File: src/rtl/sram_boot_pkg.sv
// rtl/sram_boot_pkg.sv - shared types and constants for the SRAM boot loader
package sram_boot_pkg;

    localparam int ADDR_W_DEF = 10;
    localparam int CNT_W_DEF  = 16;
    localparam int HDR_BYTES  = 2;
    localparam int WORD_BYTES = 4;

    typedef enum logic [2:0] {
        ST_LEN0,
        ST_LEN1,
        ST_DATA,
        ST_WRITE,
        ST_DONE
    } boot_state_e;

endpackage

File: src/rtl/sram_boot_loader_packer.sv
// rtl/sram_boot_loader_packer.sv - assembles four stream bytes into a little-endian word
module boot_word_packer
    import sram_boot_pkg::*;
(
    input  logic        clk,
    input  logic        rst,
    input  logic        byte_valid_i,
    input  logic [7:0]  byte_data_i,
    output logic [31:0] word_o,
    output logic        word_ready_o
);

    localparam logic [1:0] LAST_IDX = 2'(WORD_BYTES - 1);

    logic [1:0]  idx_q, idx_d;
    logic [31:0] word_q, word_d;

    always_comb begin
        idx_d  = idx_q;
        word_d = word_q;
        if (byte_valid_i) begin
            word_d[idx_q*8 +: 8] = byte_data_i;
            idx_d                = idx_q + 2'd1;
        end
    end

    always_ff @(posedge clk or posedge rst) begin
        if (rst) begin
            idx_q  <= 2'd0;
            word_q <= 32'd0;
        end else begin
            idx_q  <= idx_d;
            word_q <= word_d;
        end
    end

    // Pulses on the acceptance of the last byte; the word register holds it from the next cycle.
    assign word_ready_o = byte_valid_i && (idx_q == LAST_IDX);
    assign word_o       = word_q;

endmodule

File: src/rtl/sram_boot_loader.sv
// rtl/sram_boot_loader.sv - loads a length-prefixed byte stream into SRAM, then passes CPU traffic through
module sram_boot_loader
    import sram_boot_pkg::*;
#(
    parameter int ADDR_W = ADDR_W_DEF,
    parameter int CNT_W  = CNT_W_DEF
) (
    input  logic        clk,
    input  logic        rst,
    input  logic        boot_skip,
    input  logic        rx_valid,
    input  logic [7:0]  rx_data,
    output logic        rx_ready,
    output logic        cpu_resetn,
    output logic        boot_done,
    input  logic        cpu_mem_valid,
    input  logic        cpu_mem_instr,
    input  logic [31:0] cpu_mem_addr,
    input  logic [31:0] cpu_mem_wdata,
    input  logic [3:0]  cpu_mem_wstrb,
    output logic [31:0] cpu_mem_rdata,
    output logic        cpu_mem_ready,
    output logic        mem_valid,
    output logic        mem_instr,
    output logic [31:0] mem_addr,
    output logic [31:0] mem_wdata,
    output logic [3:0]  mem_wstrb,
    input  logic [31:0] mem_rdata,
    input  logic        mem_ready
);

    localparam logic [CNT_W-1:0]  CNT_ONE  = 1;
    localparam logic [ADDR_W-1:0] WIDX_ONE = 1;

    boot_state_e       state_q, state_d;
    logic [CNT_W-1:0]  cnt_q, cnt_d;
    logic [CNT_W-1:0]  written_q, written_d;
    logic [ADDR_W-1:0] widx_q, widx_d;
    logic              rx_ready_c;
    logic              data_accept;
    logic              word_ready;
    logic [31:0]       word;

    // Reset forces the FSM to LEN0 asynchronously; rx_ready must still read 0 while rst is held.
    assign rx_ready    = rx_ready_c && !rst;
    assign data_accept = rx_valid && rx_ready && (state_q == ST_DATA);

    boot_word_packer u_packer (
        .clk          (clk),
        .rst          (rst),
        .byte_valid_i (data_accept),
        .byte_data_i  (rx_data),
        .word_o       (word),
        .word_ready_o (word_ready)
    );

    always_comb begin
        state_d       = state_q;
        cnt_d         = cnt_q;
        written_d     = written_q;
        widx_d        = widx_q;
        rx_ready_c    = 1'b0;
        cpu_resetn    = 1'b0;
        boot_done     = 1'b0;
        cpu_mem_rdata = 32'd0;
        cpu_mem_ready = 1'b0;
        mem_valid     = 1'b0;
        mem_instr     = 1'b0;
        mem_addr      = 32'd0;
        mem_wdata     = 32'd0;
        mem_wstrb     = 4'h0;

        case (state_q)
            ST_LEN0: begin
                if (boot_skip) begin
                    state_d = ST_DONE;
                end else begin
                    rx_ready_c = 1'b1;
                    if (rx_valid) begin
                        cnt_d[7:0] = rx_data;
                        state_d    = ST_LEN1;
                    end
                end
            end
            ST_LEN1: begin
                rx_ready_c = 1'b1;
                if (rx_valid) begin
                    cnt_d[15:8] = rx_data;
                    state_d     = (cnt_d == '0) ? ST_DONE : ST_DATA;
                end
            end
            ST_DATA: begin
                rx_ready_c = 1'b1;
                if (word_ready) begin
                    state_d = ST_WRITE;
                end
            end
            ST_WRITE: begin
                mem_valid = 1'b1;
                mem_wstrb = 4'hF;
                mem_addr  = {{(32-ADDR_W){1'b0}}, widx_q};
                mem_wdata = word;
                if (mem_ready) begin
                    widx_d    = widx_q + WIDX_ONE;
                    written_d = written_q + CNT_ONE;
                    state_d   = (written_d == cnt_q) ? ST_DONE : ST_DATA;
                end
            end
            ST_DONE: begin
                cpu_resetn    = 1'b1;
                boot_done     = 1'b1;
                mem_valid     = cpu_mem_valid;
                mem_instr     = cpu_mem_instr;
                mem_addr      = cpu_mem_addr;
                mem_wdata     = cpu_mem_wdata;
                mem_wstrb     = cpu_mem_wstrb;
                cpu_mem_rdata = mem_rdata;
                cpu_mem_ready = mem_ready;
            end
            default: begin
                state_d = ST_LEN0;
            end
        endcase
    end

    always_ff @(posedge clk or posedge rst) begin
        if (rst) begin
            state_q   <= ST_LEN0;
            cnt_q     <= '0;
            written_q <= '0;
            widx_q    <= '0;
        end else begin
            state_q   <= state_d;
            cnt_q     <= cnt_d;
            written_q <= written_d;
            widx_q    <= widx_d;
        end
    end

endmodule

File: config.mk
export PLATFORM = sky130hd
export DESIGN_NAME = sram_boot_loader
export DESIGN_NICKNAME = d
export VERILOG_FILES = /design/src/rtl/sram_boot_pkg.sv /design/src/rtl/sram_boot_loader_packer.sv /design/src/rtl/sram_boot_loader.sv
export SDC_FILE = /design/constraint.sdc
export NUM_CORES = 1
export LEC_CHECK = 0
export BUFFER_PORTS_ARGS = -buffer_cell sky130_fd_sc_hd__buf_2
export CAP_MARGIN = 20
export CORE_MARGIN = 2
export CORE_UTILIZATION = 50
export CTS_CLUSTER_SIZE = 14
export DETAILED_ROUTE_END_ITERATION = 6
export PLACE_DENSITY_LB_ADDON = 0.05
export SYNTH_ARGS = -nofsm -noshare
export SYNTH_HDL_FRONTEND = slang
export SYNTH_SLANG_ARGS = --single-unit
File: constraint.sdc
create_clock -name clk -period 4.11 [get_ports clk]
set_input_delay 0.2055 -clock clk [delete_from_list [all_inputs] [get_ports clk]]
set_output_delay 0.2055 -clock clk [all_outputs]
set_load 0.02 [all_outputs]
==> flow_results.org <==
** Layout
- The top cell types in the final layout, fill and taps aside, are sky130_fd_sc_hd__buf_2 (220), sky130_fd_sc_hd__nand2_1 (95), sky130_fd_sc_hd__dfrtp_1 (79).
- Final-stage net count :: 853
- Leaving out fill and tap cells, the most frequent cell in the layout is sky130_fd_sc_hd__buf_2.
- Total of fill cells in the finished design :: 783
- Relative to the synthesized area, the layout overhead comes to 28.7%.
- Cell area after layout :: 6240 µm²
- N_diodes :: 0
- In the final layout, the share of cells above drive strength 1 is 37.1%.

** Floorplanning
- In this run the count of I/O pins placed on the die edge is 221.
- Effective utilization at floorplan :: 52.0%
- Standard-cell rows :: 35
- The die covers 10500 µm².
- DIE WIDTH :: 102 µm
- Measured along the y axis, the die boundary spans 102 µm.
- The floorplan step defined a core boundary enclosing 9330 µm².

** Timing
- Between clock sinks in the finished design, the worst skew comes to 0.0196 ns.
- Hold slack :: 0.152 ns
- Count of endpoints failing setup in the final report :: 0
- Max-slew violation count :: 0
- Setup slack closes at 1.62 ns.
- The number of hold violations in the final report is 0.
- The worst path uses 60.5% of the clock period.
- RSZ-0062 raised after global routing :: no
- The smallest clock period supported by the final layout is computed as 2.49 ns.
- Setup total negative slack on the finished layout was measured at 0 ns.
- Slew headroom :: 35.3%
- Transition time at the pin with the least slew margin :: 0.968 ns
- For this run, the top clock speed supported by timing is 402 MHz.

** Yosys
- After synthesis, the largest area contributor takes up 40.8% of total cell area.
- Number of flops mapped to enable cells by yosys :: 0
- Cell types with the largest area share after synthesis :: sky130_fd_sc_hd__dfrtp_1 (41%), sky130_fd_sc_hd__and3_1 (7.6%), sky130_fd_sc_hd__a22o_1 (7.6%)
- Synth warn :: 0
- Area leader, netlist :: sky130_fd_sc_hd__dfrtp_1
- Syn Nets :: 653
- For this run, the register share of the synthesized area comes to 40.8%.
- Dividing the synthesized area by the synthesized cell count gives 9.13 µm².
- Library cells used by synthesis :: 54
- After synthesis the cells add up to 4850 µm².
- In the synthesized netlist, the number of instances is 531.
- After synthesis the netlist holds a flip-flop and latch count of 79.
- In the synthesized netlist the dominant register cell turns out to be sky130_fd_sc_hd__dfrtp_1.
- Async set-or-reset flop fraction in the synthesized netlist :: 100%

** GRT
- Vias in the first global route :: 4310
- Pin count of the biggest net entering global routing :: 60
- Antenna violations before repair :: 1
- The first global-routing pass estimated 22000 µm of wire.
- Global routing finished with a remaining overflow of 0.
- In the global route stage, overall resource usage came out at 27.2%.

** Placement
- Worst slack at placement :: 1.65 ns
- Post-place instance area :: 6000 µm²
- Placer congestion estimate :: 0.871
- Half-perimeter wire length after placement :: 11100 µm
- During placement, the flow inserted port buffers numbering 220.

** Power
- Registers are responsible for 28.6% of the overall power.
- Relative contribution of combinational cells to total power :: 52.7%
- The clock network accounts for 18.7% of the total power.
- Switching Share :: 45.1%
- Areal power density over the cells :: 537 nW/µm²
- The analysis attributes to net switching a power of 1510 µW.
- The analysis attributes to cell leakage a power of 0.00326 µW.
- VDD IR max :: 358 µV
- Total Power Consumption :: 3350 µW
- Cell internal power was estimated by the tool at 1840 µW.

** Clock tree
- Clk sink count :: 79
- Counting along the longest clock path gives a buffer depth of 2.
- Worst-path clk slew :: 0.10 ns
- H-tree depth reported by CTS :: 3
- The root buffer cell chosen for the clock tree is sky130_fd_sc_hd__clkbuf_8.
- In this run the post-CTS setup repair buffer count came out at 0.
- TritonCTS created 9 clock buffers.
- CTS tree :: done
- Clock latency on the worst-skew pair, taken at its later pin, is 0.37 ns.

** Setup path
- Kind of launch point of the worst setup path :: register
- Cell chain of the critical path :: and3b_1 > buf_4 > nand2_1 > nor3_1 > nand3_1 > xnor2_1
- Category of the most critical setup path :: register to register
- The critical path starts at state_q[1].
- R2r endpoint :: widx_q[9]
- The slowest stage of the critical path is the sky130_fd_sc_hd__dfrtp_1 cell.
- Following the worst setup path forward leads to its endpoint at widx_q[9].
- In this run the critical register-to-register path is launched from state_q[1].
- Counting cells, the worst reg-to-reg path comes to 6.
- Crit end category :: register
- Data on the critical path arrives at its endpoint at 2.74 ns.
- Crit path required time :: 4.36 ns
- Along the worst path, the maximum fanout reaches 50.
- The setup check on the worst reg-to-reg path leaves a slack of 1.62 ns.
- Max incr delay on CP :: 0.60 ns

** Drt
- DRC violation total after the first TritonRoute iteration :: 234
- In this run the remaining antenna-violating nets after routing total 0.
- In the routed layout, each cell is associated on average with a via count of 5.50.
- Total wire length after detailed routing :: 14600 µm
- Post-detailed-route wirelength per cell :: 16.9 µm
- Routed via count :: 4755
- The first TritonRoute pass finished after 5 iterations.
- Post-route DRC violation count :: 0

** Status
- Run status :: complete, no violations

** Hold path
- The worst hold path was traced through 3 stages.
- In this run the worst hold path is classified as input port to register.

** Flow run
- Max capacitance violation total :: 0
worst min path at each step:
| stage | start | to | slack [ns] |
|---|---|---|---|
| after floorplan | rx_data[0] | u_packer.word_o[0] | 0.33 |
| after global placement | u_packer.word_o[5] | u_packer.word_o[5] | 0.47 |
| after detailed placement | u_packer.word_o[18] | u_packer.word_o[18] | 0.47 |
| after CTS | rx_data[4] | u_packer.word_o[4] | 0.13 |
| after global routing | rx_data[0] | u_packer.word_o[8] | 0.15 |
| final | rx_data[4] | u_packer.word_o[12] | 0.15 |
Yosys cell counts, drive strengths merged, types with 2 or more instances:
library cell	n
o21ai	37
xnor2	29
a31oi	2
ha	7
buf	8
o32ai	2
nor4b	2
a21oi	7
mux2i	3
a22o	42
dfrtp	79
a31o	2
nor2	17
nor3b	6
and4	2
o221ai	2
mux2	16
a211o	2
a21o	7
nand2b	3
xor2	13
inv	7
or3	2
and3	59
nand3	10
clkbuf	30
nor4	9
and2	2
nor3	10
nand2	95
nand4	6
stage by stage:
stage | std cells | utilization [%]
2_1_floorplan | 531 | -
3_3_place_gp | 847 | 64.3
3_5_place_dp | 847 | 64.3
4_1_cts | 863 | 66.5
5_1_grt | 865 | 66.9
6_report | 865 | 66.9
worst max-delay path, delay by kind of cell, from the launching register on:
| kind | cells | cell delay (ns) |
|---|---|---|
| buffers and inverters | 1 | 0.41 |
| DFF | 1 | 0.60 |
| and+or+nand+nor | 4 | 1.22 |
| xor gates and xnor gates | 1 | 0.15 |
per-layer routing:
metal,part of all wire [%],GRT usage [%],wire [µm]
met5,0.089,0,13
met3,6.2,4.10,911
met2,52,46.7,7520
met1,41,35.1,5910
met4,1.6,9.64,234
cell type report:
cell class,count,area [µm²],area share (%)
Inverter,7,26.3,0.421
Timing Repair Buffer,227,1170,18.7
Clock buffer,9,124,1.99
Tap cell,129,161,2.59
Multi-Input combinational cell,407,2690,43.2
Clock inverter,7,87.6,1.40
Sequential cell,79,1980,31.7
kinds of logic (layout without fill, tap and decap cells):
family	count (synthesis)	in the layout	share of synthesized area (%)
fa+ha+maj	8	8	2.01
mux	19	19	4.34
flops	79	79	40.8
compound gates	113	113	16.7
simple gates	225	225	24.9
buf+inv	45	250	3.72
xor+xnor	42	42	7.59
sequential cells by signal, indices dropped and copies added, names as in the netlist:
name	count
u_packer.word_o	32
written_q	16
cnt_q	16
state_q	3
u_packer.idx_q	2
widx_q	10
what timing repair did:
item                      4_1_cts  5_1_grt
gates resized for setup         0        0
hold buffers                    0        1
hold endpoints to repair        0       16
power groups by stage:
stage	clock [µW]	combinational (µW)	sequential (µW)
after floorplan	0	1260	931
after global placement	0	1750	970
after detailed placement	0	1770	975
after CTS	640	1770	958
after global routing	669	1910	976
final	626	1770	960
Power figures use the tool's default switching activity.
